## src/rtl/fifo_pkg.sv

```systemverilog
// Shared constants and helpers for the FIFO write-side feeder.
package fifo_pkg;

    localparam int STATS_WIDTH = 32;

    // Occupancy needs one extra bit so that "full" is distinguishable from "empty".
    function automatic int occ_width(input int depth_log2);
        return depth_log2 + 1;
    endfunction

endpackage

```

## src/rtl/skid_ring_buffer.sv

```systemverilog
// Skid ring storage with read/write pointers and occupancy tracking.
// The caller must not push when full or pop when empty.
module skid_ring_buffer
    import fifo_pkg::*;
#(
    parameter int WIDTH      = 16,
    parameter int DEPTH_LOG2 = 2
) (
    input  logic             clk,
    input  logic             rst,
    input  logic             push,
    input  logic [WIDTH-1:0] push_data,
    input  logic             pop,
    output logic             full,
    output logic             empty,
    output logic [WIDTH-1:0] head
);

    localparam int OCC_W = occ_width(DEPTH_LOG2);

    logic [WIDTH-1:0]      r_mem [2**DEPTH_LOG2];
    logic [DEPTH_LOG2-1:0] r_wr_ptr;
    logic [DEPTH_LOG2-1:0] r_rd_ptr;
    logic [OCC_W-1:0]      r_occ;

    always_ff @(posedge clk or posedge rst) begin
        if (rst) begin
            r_wr_ptr <= '0;
            r_rd_ptr <= '0;
            r_occ    <= '0;
        end else begin
            if (push) r_wr_ptr <= r_wr_ptr + 1'b1;
            if (pop)  r_rd_ptr <= r_rd_ptr + 1'b1;
            if (push && !pop)
                r_occ <= r_occ + 1'b1;
            else if (pop && !push)
                r_occ <= r_occ - 1'b1;
        end
    end

    // Storage is deliberately not reset; stale entries are unreachable once pointers clear.
    always_ff @(posedge clk) begin
        if (push) r_mem[r_wr_ptr] <= push_data;
    end

    // Occupancy never exceeds the depth, so its top bit alone marks "full".
    assign full  = r_occ[DEPTH_LOG2];
    assign empty = (r_occ == '0);
    assign head  = r_mem[r_rd_ptr];

endmodule

```

## src/rtl/fifo_feed_throttle.sv

```systemverilog
// Write-side FIFO feeder: valid/ready upstream, registered write port downstream, skid ring between.
// Optional stall statistics are built when FIFO_FEED_STATS_EN is defined.
module fifo_feed_throttle
    import fifo_pkg::*;
#(
    parameter int WIDTH           = 16,
    parameter int SKID_DEPTH_LOG2 = 2
) (
    input  logic                   clk,
    input  logic                   rst,
    input  logic                   inValid,
    input  logic [WIDTH-1:0]       inData,
    output logic                   inReady,
    input  logic                   almostFull,
    output logic                   writeEnable,
    output logic [WIDTH-1:0]       dataIn,
    output logic                   idle,
    output logic [STATS_WIDTH-1:0] stallCycles
);

    logic             w_full;
    logic             w_empty;
    logic             w_push;
    logic             w_pop;
    logic [WIDTH-1:0] w_head;
    logic             r_write_enable;
    logic [WIDTH-1:0] r_data_in;

    // Ready comes from registered occupancy only, never from inValid or almostFull.
    assign inReady = !w_full;
    assign w_push  = inValid && !w_full;
    assign w_pop   = !w_empty && !almostFull;

    skid_ring_buffer #(
        .WIDTH      (WIDTH),
        .DEPTH_LOG2 (SKID_DEPTH_LOG2)
    ) u_ring (
        .clk       (clk),
        .rst       (rst),
        .push      (w_push),
        .push_data (inData),
        .pop       (w_pop),
        .full      (w_full),
        .empty     (w_empty),
        .head      (w_head)
    );

    always_ff @(posedge clk or posedge rst) begin
        if (rst) begin
            r_write_enable <= 1'b0;
            r_data_in      <= '0;
        end else begin
            r_write_enable <= w_pop;
            if (w_pop) r_data_in <= w_head;
        end
    end

    assign writeEnable = r_write_enable;
    assign dataIn      = r_data_in;
    assign idle        = w_empty && !r_write_enable;

`ifdef FIFO_FEED_STATS_EN
    logic [STATS_WIDTH-1:0] r_stall_cycles;
    logic                   w_stall;

    assign w_stall = !w_empty && almostFull;

    always_ff @(posedge clk or posedge rst) begin
        if (rst)
            r_stall_cycles <= '0;
        else if (w_stall && (r_stall_cycles != '1))
            r_stall_cycles <= r_stall_cycles + 1'b1;
    end

    assign stallCycles = r_stall_cycles;
`else
    assign stallCycles = '0;
`endif

endmodule
```

## config.mk

```make
export PLATFORM = sky130hd
export DESIGN_NAME = fifo_feed_throttle
export DESIGN_NICKNAME = d
export VERILOG_FILES = /design/src/rtl/fifo_pkg.sv /design/src/rtl/skid_ring_buffer.sv /design/src/rtl/fifo_feed_throttle.sv
export SDC_FILE = /design/constraint.sdc
export NUM_CORES = 1
export LEC_CHECK = 0
export ABC_AREA = 1
export CORE_MARGIN = 4
export CORE_UTILIZATION = 40
export CTS_BUF_LIST = sky130_fd_sc_hd__clkbuf_8
export DETAILED_ROUTE_END_ITERATION = 12
export PLACE_DENSITY = 0.74
export SLEW_MARGIN = 20
export SYNTH_ARGS = -nofsm -noshare
export SYNTH_HDL_FRONTEND = slang
export SYNTH_SLANG_ARGS = --single-unit
```

## constraint.sdc

```tcl
create_clock -name clk -period 2.2 [get_ports clk]
set_input_delay 0.44 -clock clk [delete_from_list [all_inputs] [get_ports clk]]
set_output_delay 0.44 -clock clk [all_outputs]
set_load 0.005 [all_outputs]
```

After elaboration in Yosys (flattened, before gate mapping)
Memories as Yosys holds them, arrays and structs flattened. A register that Yosys moved wholly into a read port is not among the register bits.
Index checks and enable logic that the tools add are counted.

word-level totals
  output and inout bits = 51
  input bits = 20
  memories kept = 1
  bits in writable memories = 64
  latch bits = 0
  word-level logic and storage cells = 26
  memory bits (read-only) = 0
  register bits = 8

cells by class
  magnitude comparators = 0
  bitwise operators = 0
  multipliers = 0
  mux-type cells = 4
  reductions and logical operators = 13
  shift operators = 0
  divide/modulo/power cells = 0
  add/subtract/negate cells = 4
  equal/unequal tests = 0

memory list
  name          words  bits a word  read ports  clocked after Yosys merged registers in  wr ports  RTL line                RTL
  u_ring.r_mem  4      16           1           1                                        1         skid_ring_buffer.sv:21  logic [WIDTH-1:0] r_mem [2**DEPTH_LOG2];

operators with widths
  cell                                                                count
  1-bit zero test                                                     6
  3-bit 2-to-1 mux                                                    2
  1-bit logical AND                                                   5
  2-bit by 1-bit adder with 2-bit output, second input constant       2
  3-bit by 1-bit adder with 3-bit output, second input constant       1
  3-bit zero test                                                     1
  3-bit by 1-bit subtractor with 3-bit output, second input constant  1
  1-bit 2-to-1 mux                                                    2
  2-bit nonzero test                                                  1

Longest topological paths before layout
Gate-level depths: netlist (run 1).

  depth after elaboration = 6
  depth in mapped cells = 11
  depth with buffers taken out = 10

By module
From an unflattened synthesis (run 1), not the netlist that was laid out.

second synthesis, totals
  cell total of the unflattened synthesis = 343
  area, all modules = 4,144.0 um2

by module, submodules not included
  module              sequential area each (um2)  area an instance (um2)  instances  cells each
  skid_ring_buffer    2,097.0                     3,203.1                 1          234
  fifo_feed_throttle  425.4                       940.9                   1          109

Worst setup path after synthesis (run 1)
Ideal clock, no wire load.

  kind = reg-to-reg
  from = register u_ring.r_occ[0]
  to = register u_ring.r_occ[2]
  setup slack = 379 ps
  library setup time = 123 ps
  data required time = 2,077 ps
  cell stages (with the launch flop) = 11
  arrival time = 1,699 ps
  period minus slack after synthesis = 1,821 ps
  buffers on the path = 1
  cell sequence = dfrtp_1 > nor2_1 > nand2_2 > nand2_4 > buf_4 > ha_1 > inv_1 > fa_1 > nand2_1 > nand3_1 > xor2_1

on the way
  cells in the longest elaborated chain, start to end = 6
  elaborated cells between the ends (all ways) = 11
  those cells by class = add/sub (2); mux (2); reduce/logical (7)

RTL lines
  item                                                                                                 RTL line                RTL
  from (decl)                                                                                          skid_ring_buffer.sv:24  logic [OCC_W-1:0] r_occ;
  from (signal assigned)                                                                               skid_ring_buffer.sv:35  r_occ <= r_occ + 1'b1;
  from (signal assigned)                                                                               skid_ring_buffer.sv:37  r_occ <= r_occ - 1'b1;
  parallel branches: the longest is 6 deep, another holds 3-bit by 1-bit subtractor with 3-bit output  --

Several ways; the timed one is not identified. The select of a mux whose other input is x is not followed.
A chain may end at the register's enable or synchronous reset.

Worst setup path in the final report (run 1)
  from = register u_ring.r_occ[0]
  to = output idle

on the way
  cells in the longest elaborated chain, start to end = 2

RTL lines
  item               RTL line                  RTL
  3-bit zero test    skid_ring_buffer.sv:48    assign empty = (r_occ == '0);
  1-bit logical AND  fifo_feed_throttle.sv:60  assign idle = w_empty && !r_write_enable;
  to (decl)          fifo_feed_throttle.sv:17  output logic idle,

No other way between the ends.

==> impl_metrics.yaml, run 1 <==
clocking:
  clk_latency_ns: 0.35
  cts_hold_buf: 0
  cts_tree: "yes"
  root_buffer: "clkbuf_8"
  clock_sinks: 88
  h-tree-depth: 3
  clkSlewWorstSetupHoldPaths_ns: 0.08
  postCtsSetupRepairBufs: 0
  cts_resized: 0
  cts_buffers: 9
  cts_buffer_depth: 2
synthesis:
  synth_flop_cell: "edfxtp_1"
  synthTopCellsByArea: "edfxtp_1 (47%), dfrtp_1 (15%), nand2_1 (12%)"
  yosys_warnings: 0
  synth_top_area_frac: 0.471
  synth_top_cell_by_area: "edfxtp_1"
  synth.avg_cell_area_um2: 10.1
  synth_cells: 404
  ys_ff_latch: 88
  synthTopCellsByCount: "nand2_1 (126), inv_1 (76), edfxtp_1 (64), buf_4 (35), nand3_1 (33)"
  async_flop_share: 0.273
  synth_edf_count: 64
  yosysUniqueCellTypes: 22
  syn-cell-area_um2: 4080
  yosysSeqAreaShare: 0.618
  synthMostInstantiatedCell: "nand2_1"
timing:
  skew_ns: 0.00482
  rsz0062_at_grt: "no"
  finalSetupViolCount: 0
  fmax_ghz: 0.493
  min_period_over_period: 0.922
  tns_ns: 0
  hold_viol_final: 0
  max_slew_margin: 0.637
  tightest_slew_ns: 0.545
  drv_slew: 0
  fin_crit_ns: 2.03
  hold_slack_ns: 0.460
critical_path:
  required_ns: 1.76
  path_cells: "nor2_1 > nand2_2 > nor2_1 > clkdlybuf4s50_1"
  arrival_ns: 1.59
  path_class: "register to output pin"
  r2r-end: "u_ring.r_occ[2]"
  r2r_cells: 9
  worstSetupEndpointType: "output pin"
  cp-start-kind: "register"
  rrSetupSlack_ns: 0.47
  path_max_fanout: 3
  rr_startpoint: "u_ring.r_occ[0]"
  critPathSlowestCell: "clkdlybuf4s50_1"
  max_stage_delay_ns: 0.50
  crit_top_cell: "nor2_1"
place:
  gp_congestion: 0.705
  portBuffers: 38
  hpwl_um: 4660
power:
  total_leakage_power_nw: 2.20
  vdd_drop_max_mv: 0.454
  power.density_nw_per_um2: 1150
layout:
  num-fill-cells: 880
  drive_gt1_frac: 0.0883
  fin_nets: 474
  synthToLayoutAreaGrowth_pct: 13.5
  num_antenna_cells: 0
floorplan:
  die-area_um2: 11900
  ioPinCount: 71
  start_util: 0.414
  coreArea_um2: 9860
  rows: 36
  die_w_um: 109
  die_h_um: 109
routing:
  drc_errors: 0
  wirelength_um: 7380
  drtPass1Iterations: 4
  drt_iter0_drc: 153
  wl_per_cell_um: 12.6
  via_per_inst: 4.31
  num_vias: 2523
  ant_nets: 0
global_route:
  grt-busiest-layer: "met2"
  antenna_found_initial: 0
  use_met3: 0.0332
  grt_overflow: 0
  grt_use_met1: 0.154
  use_met2: 0.223
  grt_use_total: 0.129
  grt_pass1_vias: 2451
  grt_max_degree: 34
  grt_first_pass_wirelength_um: 11500
outcome:
  outcome: "complete, no violations"
job:
  maxCapViolCount: 0
worst_hold_path:
  worstHoldPathType: "input port to async pin"
==> flip-flops by register name, summed over array words and instances (netlist names) <==
register and count:
dataIn 16, u_ring.r_mem 64, u_ring.r_occ 3, u_ring.r_rd_ptr 2
u_ring.r_wr_ptr 2, writeEnable 1
==> cells in the final DEF, fill, tap and decap left out <==
cell and n:
inv_2 2, inv_4 1, clkbuf_8 11, buf_4 8
clkinv_4 2, inv_1 76, xor2_1 3, nand3_1 33
o21ai_1 1, xnor2_1 2, nand2_1 126, clkinv_2 2
buf_12 1, o21ai_0 1, dfrtp_1 24, nor2_1 6
nand2_2 11, ha_1 5, fa_1 1, clkinv_1 1
clkdlybuf4s50_1 38, edfxtp_1 64, conb_1 32, nand2_4 1
inv_6 1
==> how the worst max path moves through the flow <==
stage	startpoint	to	slack, ns	depth (start not counted)
after floorplan	u_ring.r_occ[0]	u_ring.r_occ[2]	0.38	10
after global placement	inValid	u_ring.r_occ[2]	0.14	9
after detailed placement	inValid	u_ring.r_occ[2]	0.08	9
after CTS	u_ring.r_occ[0]	idle	0.15	4
after global routing	u_ring.r_occ[0]	idle	0.04	4
final	u_ring.r_occ[0]	idle	0.17	4
==> worst max-delay path: cells and delay by family, from the launching register on <==
| family | cells | cell delay (ns) |
|---|---|---|
| simple gates | 3 | 0.32 |
| flops | 1 | 0.43 |
| buf+inv | 1 | 0.50 |
==> per-stage QoR <==
stage	cell area, um^2	power, mW	utilization	cells	setup WS [ns]
floorplan	4200	3.78	-	435	0.379
global placement	4450	4.31	0.452	570	0.140
detailed placement	4450	4.37	0.452	570	0.0827
CTS	4640	5.39	0.470	586	0.147
global route	4640	5.73	0.470	586	0.0415
finish	4640	5.34	0.470	586	0.171
==> final cells by class <==
type | instances | area [um^2] | share of cell area
Sequential cell | 88 | 2520 | 0.544
Inverter | 80 | 308 | 0.0664
Tap cell | 133 | 166 | 0.0359
Multi-Input combinational cell | 222 | 997 | 0.215
Clock inverter | 5 | 31.3 | 0.00675
Timing Repair Buffer | 47 | 460 | 0.0993
Clock buffer | 11 | 151 | 0.0326
==> cell families (layout without fill, tap and decap cells) <==
family	Yosys count	after routing	share of synthesized area
other	1	32	0.000918
AOI/OAI and AO/OA	2	2	0.00245
DFF	88	88	0.618
xor gates and xnor gates	5	5	0.0107
adders and majority gates	6	6	0.0202
and+or+nand+nor	177	177	0.181
buffers and inverters	125	143	0.167
==> where the power goes <==
| group | internal (mW) | total, mW | switching [mW] |
|---|---|---|---|
| sequential | 2.18 | 2.39 | 0.211 |
| clock | 0.469 | 1.02 | 0.549 |
| combinational | 0.820 | 1.93 | 1.11 |
| total | 3.47 | 5.34 | 1.87 |
==> routing by layer <==
layer / wire length (um) / vias up
met5: 0 / -
met4: 134 / 0
met3: 440 / 11
met2: 3720 / 81
met1: 3090 / 1181
li1: - / 1250
(Power assumes the default switching activity.)
==> run 2: changes to the inputs <==
--- a/config.mk
+++ b/config.mk
@@ -6,11 +6,13 @@
 export NUM_CORES = 1
 export LEC_CHECK = 0
 export ABC_AREA = 1
+export ABC_CLOCK_PERIOD_IN_PS = 2200
 export CORE_MARGIN = 4
 export CORE_UTILIZATION = 40
 export CTS_BUF_LIST = sky130_fd_sc_hd__clkbuf_8
 export DETAILED_ROUTE_END_ITERATION = 12
 export PLACE_DENSITY = 0.74
+export SKIP_CTS_REPAIR_TIMING = 1
 export SLEW_MARGIN = 20
 export SYNTH_ARGS = -nofsm -noshare
 export SYNTH_HDL_FRONTEND = slang
==> results of run 2 <==
The final DEF is identical to that of run 1; final timing and power are the same.
==> run 3: changes to the inputs <==
--- a/config.mk
+++ b/config.mk
@@ -11,7 +11,8 @@
 export CORE_UTILIZATION = 40
 export CTS_BUF_LIST = sky130_fd_sc_hd__clkbuf_8
 export DETAILED_ROUTE_END_ITERATION = 12
-export PLACE_DENSITY = 0.74
+export PLACE_DENSITY = 0.71
+export REMOVE_ABC_BUFFERS = 1
 export SKIP_CTS_REPAIR_TIMING = 1
 export SLEW_MARGIN = 20
 export SYNTH_ARGS = -nofsm -noshare
==> impl_metrics.yaml, run 3 (synthesis results as in run 1) <==
outcome:
  outcome: "complete, no violations"
global_route:
  grt_first_pass_wirelength_um: 11200
  grt_pass1_vias: 2443
  grt_overflow: 0
  antenna_found_initial: 0
  grt_use_total: 0.126
  grt_max_degree: 34
power:
  total_leakage_power_nw: 2.21
  power.density_nw_per_um2: 1180
  vdd_drop_max_mv: 0.454
critical_path:
  path_class: "register to output pin"
  crit_top_cell: "nor2_1"
  worstSetupEndpointType: "output pin"
  required_ns: 1.76
  r2r_cells: 9
  path_max_fanout: 3
  arrival_ns: 1.61
  cp-start-kind: "register"
  path_cells: "nor2_1 > nand2_2 > nor2_1 > clkdlybuf4s50_1"
  max_stage_delay_ns: 0.50
  critPathSlowestCell: "clkdlybuf4s50_1"
clocking:
  clk_latency_ns: 0.35
  cts_buffers: 9
  clock_sinks: 88
  h-tree-depth: 3
  root_buffer: "clkbuf_8"
  cts_tree: "yes"
  clkSlewWorstSetupHoldPaths_ns: 0.08
  cts_buffer_depth: 2
timing:
  min_period_over_period: 0.930
  finalSetupViolCount: 0
  hold_viol_final: 0
  tightest_slew_ns: 0.514
  fmax_ghz: 0.489
  max_slew_margin: 0.657
  hold_slack_ns: 0.446
  fin_crit_ns: 2.05
  drv_slew: 0
  rsz0062_at_grt: "no"
  tns_ns: 0
  skew_ns: 0.00287
floorplan:
  start_util: 0.414
  die_h_um: 109
  ioPinCount: 71
  rows: 36
  die_w_um: 109
  coreArea_um2: 9860
  die-area_um2: 11900
place:
  hpwl_um: 4570
  gp_congestion: 0.743
  portBuffers: 38
worst_hold_path:
  worstHoldPathType: "input port to async pin"
routing:
  drc_errors: 0
  drtPass1Iterations: 4
  wirelength_um: 7040
  wl_per_cell_um: 12.0
  via_per_inst: 4.25
  num_vias: 2493
  drt_iter0_drc: 59
  ant_nets: 0
job:
  maxCapViolCount: 0
layout:
  final_cell_mix: "nand2_1 (126), inv_1 (76), edfxtp_1 (64)"
  postLayoutCoreUtil: 0.473
  drive_gt1_frac: 0.0883
  synthToLayoutAreaGrowth_pct: 14.3
  largest_reg_flops: 64
  layout.area.seq_um2: 2520
  layout_commonest_cell: "nand2_1"
  multi_input_area_um2: 997
  fin_nets: 474
  num-fill-cells: 896
  num_antenna_cells: 0
  top_register: "u_ring.r_mem"
## run 3: report_power, final
group / switching (mW) / internal [mW] / total, mW / leakage (nW)
sequential: 0.226 / 2.18 / 2.40 / 0.873
clock: 0.553 / 0.676 / 1.23 / 0.115
combinational: 1.07 / 0.794 / 1.86 / 1.22
## run 3: routing by layer
metal / vias to the layer above / share of wire / global-route usage
met5: - / 0 / 0
met4: 0 / 0.012 / 0.0424
met3: 8 / 0.073 / 0.0355
met2: 82 / 0.50 / 0.226
met1: 1146 / 0.41 / 0.143
li1: 1257 / - / -
## run 3: path summary, 6_finish.rpt
check	startpoint	end	slack [ns]
worst max-delay path	u_ring.r_occ[0]	idle	0.15
worst min-delay path	rst	dataIn[0]	0.45
worst max register to register	u_ring.r_occ[0]	u_ring.r_occ[2]	0.45
worst min register to register	dataIn[11]	dataIn[11]	0.48
max in group asynchronous	rst	u_ring.r_rd_ptr[0]	1.49
min in group clk	dataIn[11]	dataIn[11]	0.48
## run 3: critical path, delay by kind of cell, from the launching register on
| family | cells | cell delay (ns) |
|---|---|---|
| and+or+nand+nor | 3 | 0.33 |
| DFF | 1 | 0.43 |
| buffers and inverters | 1 | 0.50 |
## run 3: area by class of cell
cell class | instances | area share
Clock buffer | 10 | 0.0295
Timing Repair Buffer | 47 | 0.0959
Tap cell | 133 | 0.0356
Inverter | 80 | 0.0659
Multi-Input combinational cell | 222 | 0.214
Sequential cell | 88 | 0.540
Clock inverter | 6 | 0.0193
## run 3: stage by stage
step / cell area (um^2) / setup slack [ns] / instances / total power [mW]
floorplan: 3830 / 0.411 / 390 / 3.52
global placement: 4440 / 0.145 / 570 / 4.24
detailed placement: 4440 / 0.0943 / 570 / 4.31
CTS: 4670 / 0.131 / 586 / 5.55
global route: 4670 / 0.00903 / 586 / 5.90
finish: 4670 / 0.155 / 586 / 5.49
